==> config.mk <==
export PLATFORM = sky130hd
export DESIGN_NAME = shift_add_multiplier
export DESIGN_NICKNAME = d
export VERILOG_FILES = /design/src/rtl/shift_add_multiplier.sv
export SDC_FILE = /design/constraint.sdc
export NUM_CORES = 1
export LEC_CHECK = 0
export CAP_MARGIN = 30
export CORE_ASPECT_RATIO = 1.4
export CORE_UTILIZATION = 47
export DETAILED_ROUTE_END_ITERATION = 10
export PLACE_DENSITY = 0.76
export REMOVE_ABC_BUFFERS = 1
export SLEW_MARGIN = 20
export SYNTH_ARGS = -nofsm -noshare
export SYNTH_HDL_FRONTEND = slang
export SYNTH_HIERARCHICAL = 1
export SYNTH_SLANG_ARGS = --single-unit
==> constraint.sdc <==
create_clock -name clk -period 13.6 [get_ports clk]
set_clock_uncertainty 0.05 [all_clocks]
set_input_delay 2.04 -clock clk [delete_from_list [all_inputs] [get_ports clk]]
set_output_delay 2.04 -clock clk [all_outputs]
set_load 0.1 [all_outputs]
==> src/rtl/shift_add_multiplier.sv <==
// Sequential 32x32 unsigned shift-add multiplier around a single 32-bit adder.
// One bit of the multiplier is retired per cycle; the 64-bit product lands after 32 iterations.

module Thirty_Two_Bit_Full_Adder (
  input  logic [31:0] x,
  input  logic [31:0] y,
  output logic [31:0] s,
  output logic        c31
);

  logic [32:0] cy;

  always_comb begin
    cy    = '0;
    s     = '0;
    cy[0] = 1'b0;
    for (int i = 0; i < 32; i++) begin
      s[i]    = x[i] ^ y[i] ^ cy[i];
      cy[i+1] = (x[i] & y[i]) | (cy[i] & (x[i] ^ y[i]));
    end
    c31 = cy[32];
  end

endmodule

module shift_add_multiplier #(
  parameter int WIDTH = 32,
  parameter int CNT_W = 6
) (
  input  logic                 clk,
  input  logic                 rst,
  input  logic                 start,
  input  logic [WIDTH-1:0]     a,
  input  logic [WIDTH-1:0]     b,
  output logic                 busy,
  output logic                 done,
  output logic [2*WIDTH-1:0]   product
);

  localparam logic [1:0] S_IDLE = 2'd0;
  localparam logic [1:0] S_RUN  = 2'd1;
  localparam logic [1:0] S_DONE = 2'd2;

  localparam logic [CNT_W-1:0] LAST = CNT_W'(WIDTH - 1);

  logic [1:0]         state_q, state_d;
  logic [CNT_W-1:0]   count_q, count_d;
  logic [WIDTH-1:0]   mcand_q, mcand_d;
  logic [WIDTH-1:0]   hi_q, hi_d;
  logic [WIDTH-1:0]   lo_q, lo_d;
  logic [2*WIDTH-1:0] product_q, product_d;

  logic [WIDTH-1:0]   add_y;
  logic [WIDTH-1:0]   add_s;
  logic               add_c;

  assign add_y = lo_q[0] ? mcand_q : '0;

  Thirty_Two_Bit_Full_Adder u_add (
    .x   (hi_q),
    .y   (add_y),
    .s   (add_s),
    .c31 (add_c)
  );

  always_comb begin
    state_d   = state_q;
    count_d   = count_q;
    mcand_d   = mcand_q;
    hi_d      = hi_q;
    lo_d      = lo_q;
    product_d = product_q;
    unique case (state_q)
      S_IDLE, S_DONE: begin
        if (start) begin
          mcand_d = a;
          lo_d    = b;
          hi_d    = '0;
          count_d = '0;
          state_d = S_RUN;
        end else begin
          state_d = S_IDLE;
        end
      end
      S_RUN: begin
        // carry out becomes the new top bit, so the 65-bit sum never overflows
        hi_d    = {add_c, add_s[WIDTH-1:1]};
        lo_d    = {add_s[0], lo_q[WIDTH-1:1]};
        count_d = count_q + CNT_W'(1);
        if (count_q == LAST) begin
          state_d   = S_DONE;
          product_d = {hi_d, lo_d};
        end
      end
      default: state_d = S_IDLE;
    endcase
  end

  always_ff @(posedge clk or posedge rst) begin
    if (rst) begin
      state_q   <= S_IDLE;
      count_q   <= '0;
      mcand_q   <= '0;
      hi_q      <= '0;
      lo_q      <= '0;
      product_q <= '0;
    end else begin
      state_q   <= state_d;
      count_q   <= count_d;
      mcand_q   <= mcand_d;
      hi_q      <= hi_d;
      lo_q      <= lo_d;
      product_q <= product_d;
    end
  end

  assign busy    = (state_q == S_RUN);
  assign done    = (state_q == S_DONE);
  assign product = product_q;

endmodule

## After elaboration in Yosys (flattened, before gate mapping)

Index checks and enable logic that the tools add are counted.

- Reduce and logical (&&, ||, !) cells: 6
- Add/subtract/negate cells: 1
- Muxes and demuxes: 10
- Equality and inequality tests: 5
- Bitwise operators: 157

Operator list:

| kind | count |
|---|---|
| 32-bit case mux with 2 select lines | 2 |
| 32-bit two-way mux | 3 |
| 1-bit AND | 63 |
| 1-bit XOR | 63 |
| 1-bit OR | 31 |
| 6-bit case mux with 2 select lines | 1 |
| 6-bit by 1-bit adder with 6-bit output (second input constant) | 1 |
| 6-bit by 5-bit equality test with 1-bit output (second input constant) | 1 |
| 6-bit two-way mux | 1 |
| 2-bit AND reduction | 3 |
| 2-bit case mux with 2 select lines | 1 |
| 2-bit by 1-bit equality test with 1-bit output (second input constant) | 1 |
| 2-bit equality test (second input constant) | 1 |
| 2-bit zero test | 1 |
| 2-bit two-way mux | 1 |
| 2-bit by 1-bit inequality test with 1-bit output (second input constant) | 1 |
| 2-bit inequality test (second input constant) | 1 |
| 2-bit nonzero test | 1 |
| 2-bit OR reduction | 1 |
| 1-bit two-way mux | 1 |

- Bits of input ports: 67
- Bits in registers: 168
- Word-level logic and storage cells: 185
- Output and inout port bits: 66

## Longest topological paths before layout

Gate-level depths: netlist of run 1.

- Word-level depth: 65
- Mapped depth: 38

## Hierarchy

The synthesis of run 1 kept the hierarchy.

Modules (own cells, without submodules):

| module | area an instance (um^2) | instances | cells an instance |
|---|---|---|---|
| shift_add_multiplier | 6,670.1 | 1 | 554 |
| Thirty_Two_Bit_Full_Adder | 670.6 | 1 | 42 |

## Worst setup path after synthesis of run 1

Ideal clock, no wire load.

- Path type: reg2reg
- Start point: reg lo_q[0]
- End point: reg product_q[62] (netlist: product[62])
- Slack: 921 ps
- Arrival: 12,559 ps
- Data required time: 13,480 ps
- Buffers on the path: 0
- Period minus slack after synthesis: 12,679 ps
- Library setup time: 70 ps
- Stages on the path, launching flop included: 39
- Cell sequence: dfrtp_1 and2_1 ha_1 fa_1 fa_1 fa_1 fa_1 fa_1 fa_1 fa_1 fa_1 fa_1 fa_1 fa_1 fa_1 fa_1 fa_1 fa_1 [3 not listed] fa_1 fa_1 fa_1 fa_1 fa_1 fa_1 fa_1 fa_1 fa_1 fa_1 fa_1 fa_1 fa_1 fa_1 inv_1 fa_1 inv_1 mux2_1

- Word-level cells in the longest chain between the ends: 63
- Elaborated cells on any way between the ends: 124
- Those cells by class: mux: 1; bitwise: 123

Ends and longest elaborated chain:

| item | RTL line | RTL |
|---|---|---|
| start, declared | 50 | `logic [WIDTH-1:0] lo_q, lo_d;` |
| start signal, assigned | 112 | `lo_q <= lo_d;` |
| 32-bit two-way mux | 57 | `assign add_y = lo_q[0] ? mcand_q : '0;` |
| named net add_y[0] | 53 | `logic [WIDTH-1:0] add_y;` |
| 1-bit AND (2 in series) | 19 | `cy[i+1] = (x[i] & y[i]) \| (cy[i] & (x[i] ^ y[i]));` |
| 1-bit OR | 19 |  |
| 1-bit AND | 19 |  |
| 1-bit OR | 19 |  |
| 1-bit AND | 19 |  |
| 1-bit OR | 19 |  |
| [48 not listed] | n/a |  |
| 1-bit AND | 19 |  |
| 1-bit OR | 19 |  |
| 1-bit AND | 19 |  |
| 1-bit OR | 19 |  |
| 1-bit AND | 19 |  |
| 1-bit OR | 19 |  |
| 1-bit XOR | 18 | `s[i] = x[i] ^ y[i] ^ cy[i];` |
| named net add_s[31] | 54 | `logic [WIDTH-1:0] add_s;` |
| end signal, assigned | 113 | `product_q <= product_d;` |
| end, declared | 51 | `logic [2*WIDTH-1:0] product_q, product_d;` |

The timed path passes the listed nets, and every way through them passes these cells.
A chain may end at the register's enable or synchronous reset.

## Worst setup path after layout of run 1

- Start point: reg lo_q[0]
- End point: reg hi_q[30]

- Word-level cells in the longest chain between the ends: 64
- Elaborated cells on any way between the ends: 125
- Those cells by class: mux: 2; bitwise: 123

Ends and longest elaborated chain:

| item | RTL line | RTL |
|---|---|---|
| 32-bit two-way mux | 57 |  |
| named net add_y[0] | 53 |  |
| 1-bit AND (2 in series) | 19 |  |
| 1-bit OR | 19 |  |
| 1-bit AND | 19 |  |
| 1-bit OR | 19 |  |
| 1-bit AND | 19 |  |
| 1-bit OR | 19 |  |
| [49 not listed] | n/a |  |
| 1-bit OR | 19 |  |
| 1-bit AND | 19 |  |
| 1-bit OR | 19 |  |
| 1-bit AND | 19 |  |
| 1-bit OR | 19 |  |
| 1-bit XOR | 18 |  |
| named net add_s[31] | 54 |  |
| 32-bit case mux with 2 select lines | 73 | `unique case (state_q)` |
| end signal, assigned | 111 | `hi_q <= hi_d;` |
| end, declared | 49 | `logic [WIDTH-1:0] hi_q, hi_d;` |

The timed path passes the listed nets, and every way through them passes these cells.

==> results of run 1 <==
layout make-up:
type / count / area share [%]
well taps: 192 / 2.559
clock buffers: 19 / 4.719
inverters: 12 / 0.5332
multi-input cells: 377 / 31.23
repair buffers: 140 / 14.85
flip-flops and latches: 168 / 44.79
clock inverters: 13 / 1.320
placed cells by master, fill, tap and decap left out, types with 3 or more instances in the layout:
cell type        synthesis  layout
dfrtp_1                168     168
clkdlybuf4s50_1          0     132
nand2_1                131     131
mux2_1                  49      49
nand3_1                 33      33
a22o_1                  33      33
a22oi_1                 32      32
and2_1                  32      32
fa_1                    31      28
clkbuf_16                0      17
mux2_2                  16      16
inv_1                   11      10
buf_4                    1       7
clkinvlp_4               0       6
inv_6                    0       3
clkinv_4                 0       3
fa_2                     0       3
worst max-delay path, delay by kind of cell (launching register included):
kind	cells	cell delay [ns]
AND/OR/NAND/NOR	1	0.14
AO/OA/AOI/OAI	1	0.13
flip-flops	1	0.39
buffers and inverters	4	0.28
adder cells (fa/ha/maj)	32	12.07
sequential cells by signal, indices dropped and copies added, names as in the netlist:
name and cells:
count_q 6, state_q 2, mcand_q 32, lo_q 32, product 64, hi_q 32
per-stage QoR:
step | util, % | cell area, µm² | hold WS (ns)
after floorplan | - | 7144 | 0.3880
after global placement | 58.15 | 8792 | 0.4014
after detailed placement | 58.28 | 8812 | 0.4045
after CTS | 62.03 | 9379 | 0.4217
after global routing | 62.08 | 9387 | 0.4525
final | 62.08 | 9387 | 0.4191
per-layer routing:
metal | vias up | routed length, µm
met4 | 0 | 412
met5 | - | 0
met3 | 27 | 651
met2 | 127 | 8651
met1 | 2518 | 6492
li1 | 2265 | -
final timing paths:
check | slack (ns) | endpoint | depth (start not counted)
setup / recovery | 0.45 | hi_q[30] | 38
hold / removal | 0.42 | mcand_q[17] | 2
setup reg to reg | 0.45 | hi_q[30] | 38
hold reg to reg | 0.42 | mcand_q[17] | 2
max in group asynchronous | 10.06 | product[41] | 4
min in group asynchronous | 2.04 | product[4] | 2
cell families after synthesis:
kind of cell	after synthesis
buffers and inverters	51
muxes	67
and+or+nand+nor	206
adders and majority gates	33
DFF	168
AOI/OAI and AO/OA	71
timing repair:
action / CTS / global route
buffers inserted: 0 / 0
resized for setup: 0 / 3
setup endpoints to repair: 0 / 3
==> qor.csv, run 1 <==
metric,value,unit
start_util,48.55,%
crit_path_end_kind,flip-flop,
std_cell_rows,53,
ys.warnings.count,6,
status,"complete, no violations",
grt_pass1_vias,5375,
wl_per_cell,17.60,µm
grt_max_degree,80,
final_cell_count_no_fill,921,
pre_cts_slack,0.3574,ns
arrival,13.46,ns
yosysMostFrequentCell,dfrtp_1,
cts.sinks,168,
grt_pass1_wl,26730,µm
rr_startpoint,lo_q[0],
place_congestion,0.7492,
areaGrowthSynthToFinish,27.87,%
finalSetupViolCount,0,
tns,0,ns
setup_ws,0.4539,ns
hold_class,reg -> reg,
drv_cap,0,
die_w,107.6,µm
synth_fa_ha_area_share,8.795,%
worstPathRequired,13.92,ns
synth_top_family_by_area,simple AND/OR/NAND/NOR gates,
grt.met2_usage,38.46,%
track_usage,22.01,%
clk_pin_slew,0.06,ns
cts_hold_buf,0,
overflow,0,
dr.pass1.iters,6,
io_pins,133,
io_buffers,132,
yosys.area.top_type,dfrtp_1,
nets,816,
final.min_clock_period,13.15,ns
synth_edf_count,0,
critPathKind,reg -> reg,
max_stage_delay,0.41,ns
maxSlewHeadroom,32.81,%
dp.final_hpwl,10340,µm
diodes,0,
antenna_left,0,
drive_gt1_share,9.053,%
ys_seq_elements,168,
rsz0062_at_grt,false,
htree_levels,4,
seqCellArea,4204,µm²
synth_top_flop_cell,dfrtp_1,
avgSynthCellArea,12.32,µm²
synth_area_leaders,"dfrtp_1, fa_1, mux2_1, nand2_1, a22o_1",
maxSlewViolCount,0,
cp_slowest_cell,fa_1,
grt.met1_usage,25.85,%
vias,4937,
die_h,149.9,µm
place_inst,889,
drc,0,
crit_start,lo_q[0],
cts_tree,built,
cts_buffer_depth,2,
root_buffer,clkbuf_16,
worstHoldStart,mcand_q[17],
drtIter0Drc,282,
syn-cell-area,7341,µm²
yosys.area_share.simple,12.68,%
die_area,16130,µm²
start_kind,flip-flop,
viasPerCell,5.360,
synth_top_area_share,57.27,%
synth-compound-area-share,7.721,%
finalHoldViolations,0,
yosysSeqAreaShare,57.27,%
met3_usage,4.617,%
synth.top_cells.by_count,"dfrtp_1, nand2_1, mux2_1",
fmax,0.07607,GHz
finalWirelength,16210,µm
multi_input_area,2932,µm²
numCtsBuffers,17,
syn_inst,596,
period_share,96.66,%
ys_types,29,
worst_slew_pin_slew,1.005,ns
core,15120,µm²
grt.busiest_layer,met2,
nFillCells,1215,
yosys.area_share.xor_xnor,0,%
synth-async-reset-ratio,100.0,%
synthMuxAreaShare,10.24,%
insertion_delay,0.44,ns
cp_max_fo,3,
antenna_found_initial,0,
crit_top_cell,fa_1,
Power of run 1 is not shown: default switching activity piles up to over one toggle a cycle in this logic, so the estimate is an artifact.
==> inputs of run 2 (changes only) <==
SKIP_CTS_REPAIR_TIMING = 1   (was unset)
==> results of run 2 <==
Final layout, timing and power as in run 1 (identical DEF).
Power of run 2 is left out for the same reason.
==> inputs of run 3 (changes only) <==
CORE_UTILIZATION = 55   (was 47)
PLACE_DENSITY = 0.83   (was 0.76)
clock period = 16.2 ns   (was 13.6 ns; I/O delays follow)
==> run 3 against run 2 <==
Worst hold slack about the same. Sequential share of layout area up 0.060 points. Maximum frequency down 6.2%.
==> qor.csv, run 3 (synthesized netlist as in run 1, its figures left out) <==
metric,value,unit
cp_max_fo,33,
drc,0,
finalHoldViolations,0,
whs_endpoint,mcand_q[16],
vias,4911,
cp.depth,38,
min_path_cells,2,
drive_gt1_share,8.654,%
crit_top_cell,fa_1,
final.min_clock_period,14.01,ns
grt_pass1_vias,5472,
met2WireLength,8772,µm
largest_register_ff_count,64,
core,12940,µm²
start_util,56.75,%
top_signal_layer_used,met4,
io_buffers,132,
die_h,138.7,µm
drv_cap,0,
finalSetupViolCount,0,
drtIter0Drc,204,
wl_per_cell,17.91,µm
final_cell_mix,"dfrtp_1, clkdlybuf4s50_1, nand2_1",
cts_tree,built,
tns,0,ns
fmax,0.07136,GHz
rsz0062_at_grt,false,
numCtsBuffers,17,
maxSlewViolCount,0,
track_usage,25.49,%
period_share,86.50,%
cts.sinks,168,
seqCellArea,4204,µm²
dr.pass1.iters,6,
grt_pass1_wl,27340,µm
status,"complete, no violations",
cp_num_buf_inv,4,
wl_met1,6584,µm
die_w,99.64,µm
route.met3.wl,632,µm
htree_levels,4,
place_congestion,0.7464,
nets,815,
antenna_left,0,
nFillCells,898,
grt_max_degree,95,
final_common_cell,dfrtp_1,
antenna_found_initial,0,
worstPathRequired,16.50,ns
worstHoldStart,mcand_q[16],
max_stage_delay,0.71,ns
dp.final_hpwl,10360,µm
diodes,0,
start_kind,flip-flop,
r2r.worst_path.cells,38,
critical_path.top_delay_family,adder cells,
crit_start,lo_q[0],
cts_buffer_depth,2,
finalWirelength,16220,µm
maxSlewHeadroom,31.16,%
viasPerCell,5.421,
critPathKind,reg -> reg,
crit_path_end_kind,flip-flop,
areaGrowthSynthToFinish,27.70,%
arrival,14.31,ns
rr_startpoint,lo_q[0],
clk_pin_slew,0.06,ns
regToRegEndpoint,hi_q[30],
hold_class,reg -> reg,
ff2ff_setup_slack,2.19,ns
std_cell_rows,49,
root_buffer,clkbuf_16,
io_pins,133,
overflow,0,
worst_slew_pin_slew,1.029,ns
insertion_delay,0.42,ns
multi_input_area,2924,µm²
cp_slowest_cell,dfrtp_1,
die_area,13820,µm²
==> run 3: how the worst max path moves through the flow <==
stage,to,slack [ns]
after CTS,hi_q[30],2.20
after global routing,hi_q[30],1.77
after global placement,hi_q[30],2.73
after detailed placement,hi_q[30],2.39
after floorplan,product[62],3.29
final,hi_q[30],2.19
==> run 3: metrics by stage <==
stage          hold slack (ns)  util, %  setup slack [ns]  cells  cell area, µm²
2_1_floorplan           0.3880        -             3.295    557            7144
3_3_place_gp            0.3994    67.77             2.734    873            8767
3_5_place_dp            0.4061    67.77             2.391    873            8767
4_1_cts                 0.4222    72.25             2.204    905            9346
5_1_grt                 0.4390    72.46             1.767    906            9374
6_report                0.4186    72.46             2.187    906            9374
==> run 3: area by class of cell <==
class                           instances  share of cell area, %
Clock inverter                         14                  1.495
Timing Repair Buffer                  139                  14.87
Sequential cell                       168                  44.85
Tap cell                              178                  2.376
Clock buffer                           18                  4.685
Inverter                               12                 0.5339
Multi-Input combinational cell        377                  31.19
==> run 3: worst register-to-register path: cells and delay by family, from the launching register on <==
kind,cells,cell delay (ns)
fa+ha+maj,32,12.41
flops,1,0.71
simple gates,1,0.31
buf+inv,4,0.30
compound gates,1,0.15
==> run 3: metal layers <==
layer | global-route usage [%] | vias to the layer above
li1 | - | 2257
met1 | 32.07 | 2512
met2 | 44.19 | 125
met3 | 5.242 | 17
met4 | 7.895 | 0
met5 | 0 | -
Power of run 3 is left out for the same reason.
==> RTL edit (settings of run 1) <==
Set the parameter `CNT_W` to 3 (it was 6).
--- a/src/rtl/shift_add_multiplier.sv
+++ b/src/rtl/shift_add_multiplier.sv
@@ -27,3 +27,3 @@
   parameter int WIDTH = 32,
-  parameter int CNT_W = 6
+  parameter int CNT_W = 3
 ) (
Behaviour: not the same (Yosys sat finds a counterexample within 10 cycles, from zero or initial values and one cycle with rst high).
==> RTL edit against run 1 <==
- synthesized area is 8.7% higher
- wire length is 4.6% higher
- sequential share of layout area is 3.6 points lower
- sequential cell count is 3 lower
- final area is 6.9% higher
- worst hold slack worse by 1.1 ps
- the run now ends with DRC left
- global-route usage is 1.0 points lower
- worst setup slack worse by 59 ps
- count of clock-buffer cells in the layout is 1 lower
Power is not shown: default switching activity piles up to over one toggle a cycle in this logic, so the estimate is an artifact.
==> RTL edit: results <==
# TYPE chip_impl_metric gauge
chip_impl_info{name="min_to",value="mcand_q[21]"} 1
chip_impl_metric{name="placement.cell_area",unit="um2"} 9430
chip_impl_metric{name="post-dp-hpwl",unit="mm"} 10.8
chip_impl_metric{name="drt-met1-wl",unit="mm"} 7.22
chip_impl_metric{name="worst_ep_arrival_time",unit="ps"} 13500
chip_impl_metric{name="worst_pin_slew",unit="ps"} 1020
chip_impl_metric{name="nonClkBufAreaFrac",unit="%"} 14.1
chip_impl_metric{name="fillCellCount",unit=""} 1397
chip_impl_metric{name="grt_usage",unit="%"} 21.0
chip_impl_metric{name="met2_length",unit="mm"} 8.87
chip_impl_metric{name="drcViolationCount",unit=""} 1
chip_impl_metric{name="layout.area.seq",unit="um2"} 4130
chip_impl_info{name="outcome",value="finished with violations"} 1
chip_impl_metric{name="grt_pass1_vias",unit=""} 5645
chip_impl_metric{name="gp_congestion",unit=""} 0.737
chip_impl_metric{name="fin_crit_sh",unit="%"} 97.1
chip_impl_metric{name="layout.comb_gates.multi_input",unit=""} 465
chip_impl_info{name="violated_checks",value="DRC"} 1
chip_impl_info{name="synth_area_leaders",value="dfrtp_1, mux2_4, fa_1"} 1
chip_impl_info{name="min-delay-start",value="mcand_q[21]"} 1
chip_impl_metric{name="final_layout_size_suffix_gt1_share",unit="%"} 18.4
chip_impl_metric{name="detail_route.vias_per_cell",unit=""} 5.19
chip_impl_metric{name="grt_first_pass_wirelength",unit="mm"} 28.6
chip_impl_metric{name="yosysUniqueCellTypes",unit=""} 27
chip_impl_metric{name="clockBufferCount",unit=""} 18
chip_impl_metric{name="final_nets",unit=""} 905
chip_impl_metric{name="nonClockInverterCount",unit=""} 13
chip_impl_metric{name="buffers_excl_clock",unit=""} 142
chip_impl_metric{name="flops_and_latches",unit=""} 165
chip_impl_metric{name="clock_tree_area_fraction",unit="%"} 5.91
chip_impl_metric{name="synth_seq_area_share",unit="%"} 51.7
chip_impl_metric{name="worst-r2r-setup-slack",unit="ps"} 390
chip_impl_info{name="ys_top_cells_by_count",value="dfrtp_1, nand2_1, mux2_4"} 1
chip_impl_metric{name="worst-r2r-cell-count",unit=""} 40
chip_impl_metric{name="drt_iter0_markers",unit=""} 209
chip_impl_metric{name="detailroute.wirelength.met3",unit="um"} 674
[RTL edit: changes by cell type after synthesis, moves of 30 or more]
cell      before  now
nor3_1         0   30
o21ai_0        2   34
nand2b_1       2   34
a22oi_1       32    0
nand3_1       33    0
o22ai_1        0   30
nor2_1         1   32
a22o_1        33    3
mux2_4         0   49
mux2_1        49    0
mux2_2        16   48
[RTL edit: stage by stage]
stage               utilization, %  cells  hold WS (ps)
floorplan                        -    643           388
global placement              56.4    987           402
detailed placement            56.5    988           405
CTS                           60.1   1020           421
global route                  60.2   1020           440
finish                        60.2   1020           418
[RTL edit: logic make-up after synthesis]
kind of cell               share of synthesized area [%]
AOI/OAI and AO/OA                                   5.07
xor gates and xnor gates                           0.110
adders and majority gates                           8.25
buffers and inverters                               3.67
DFF                                                 51.7
muxes                                               16.1
and+or+nand+nor                                     15.0
[RTL edit: repair_timing]
action	CTS	global route
setup endpoints to repair	0	3
endpoints found under the hold margin	0	0
gates resized for setup	0	5
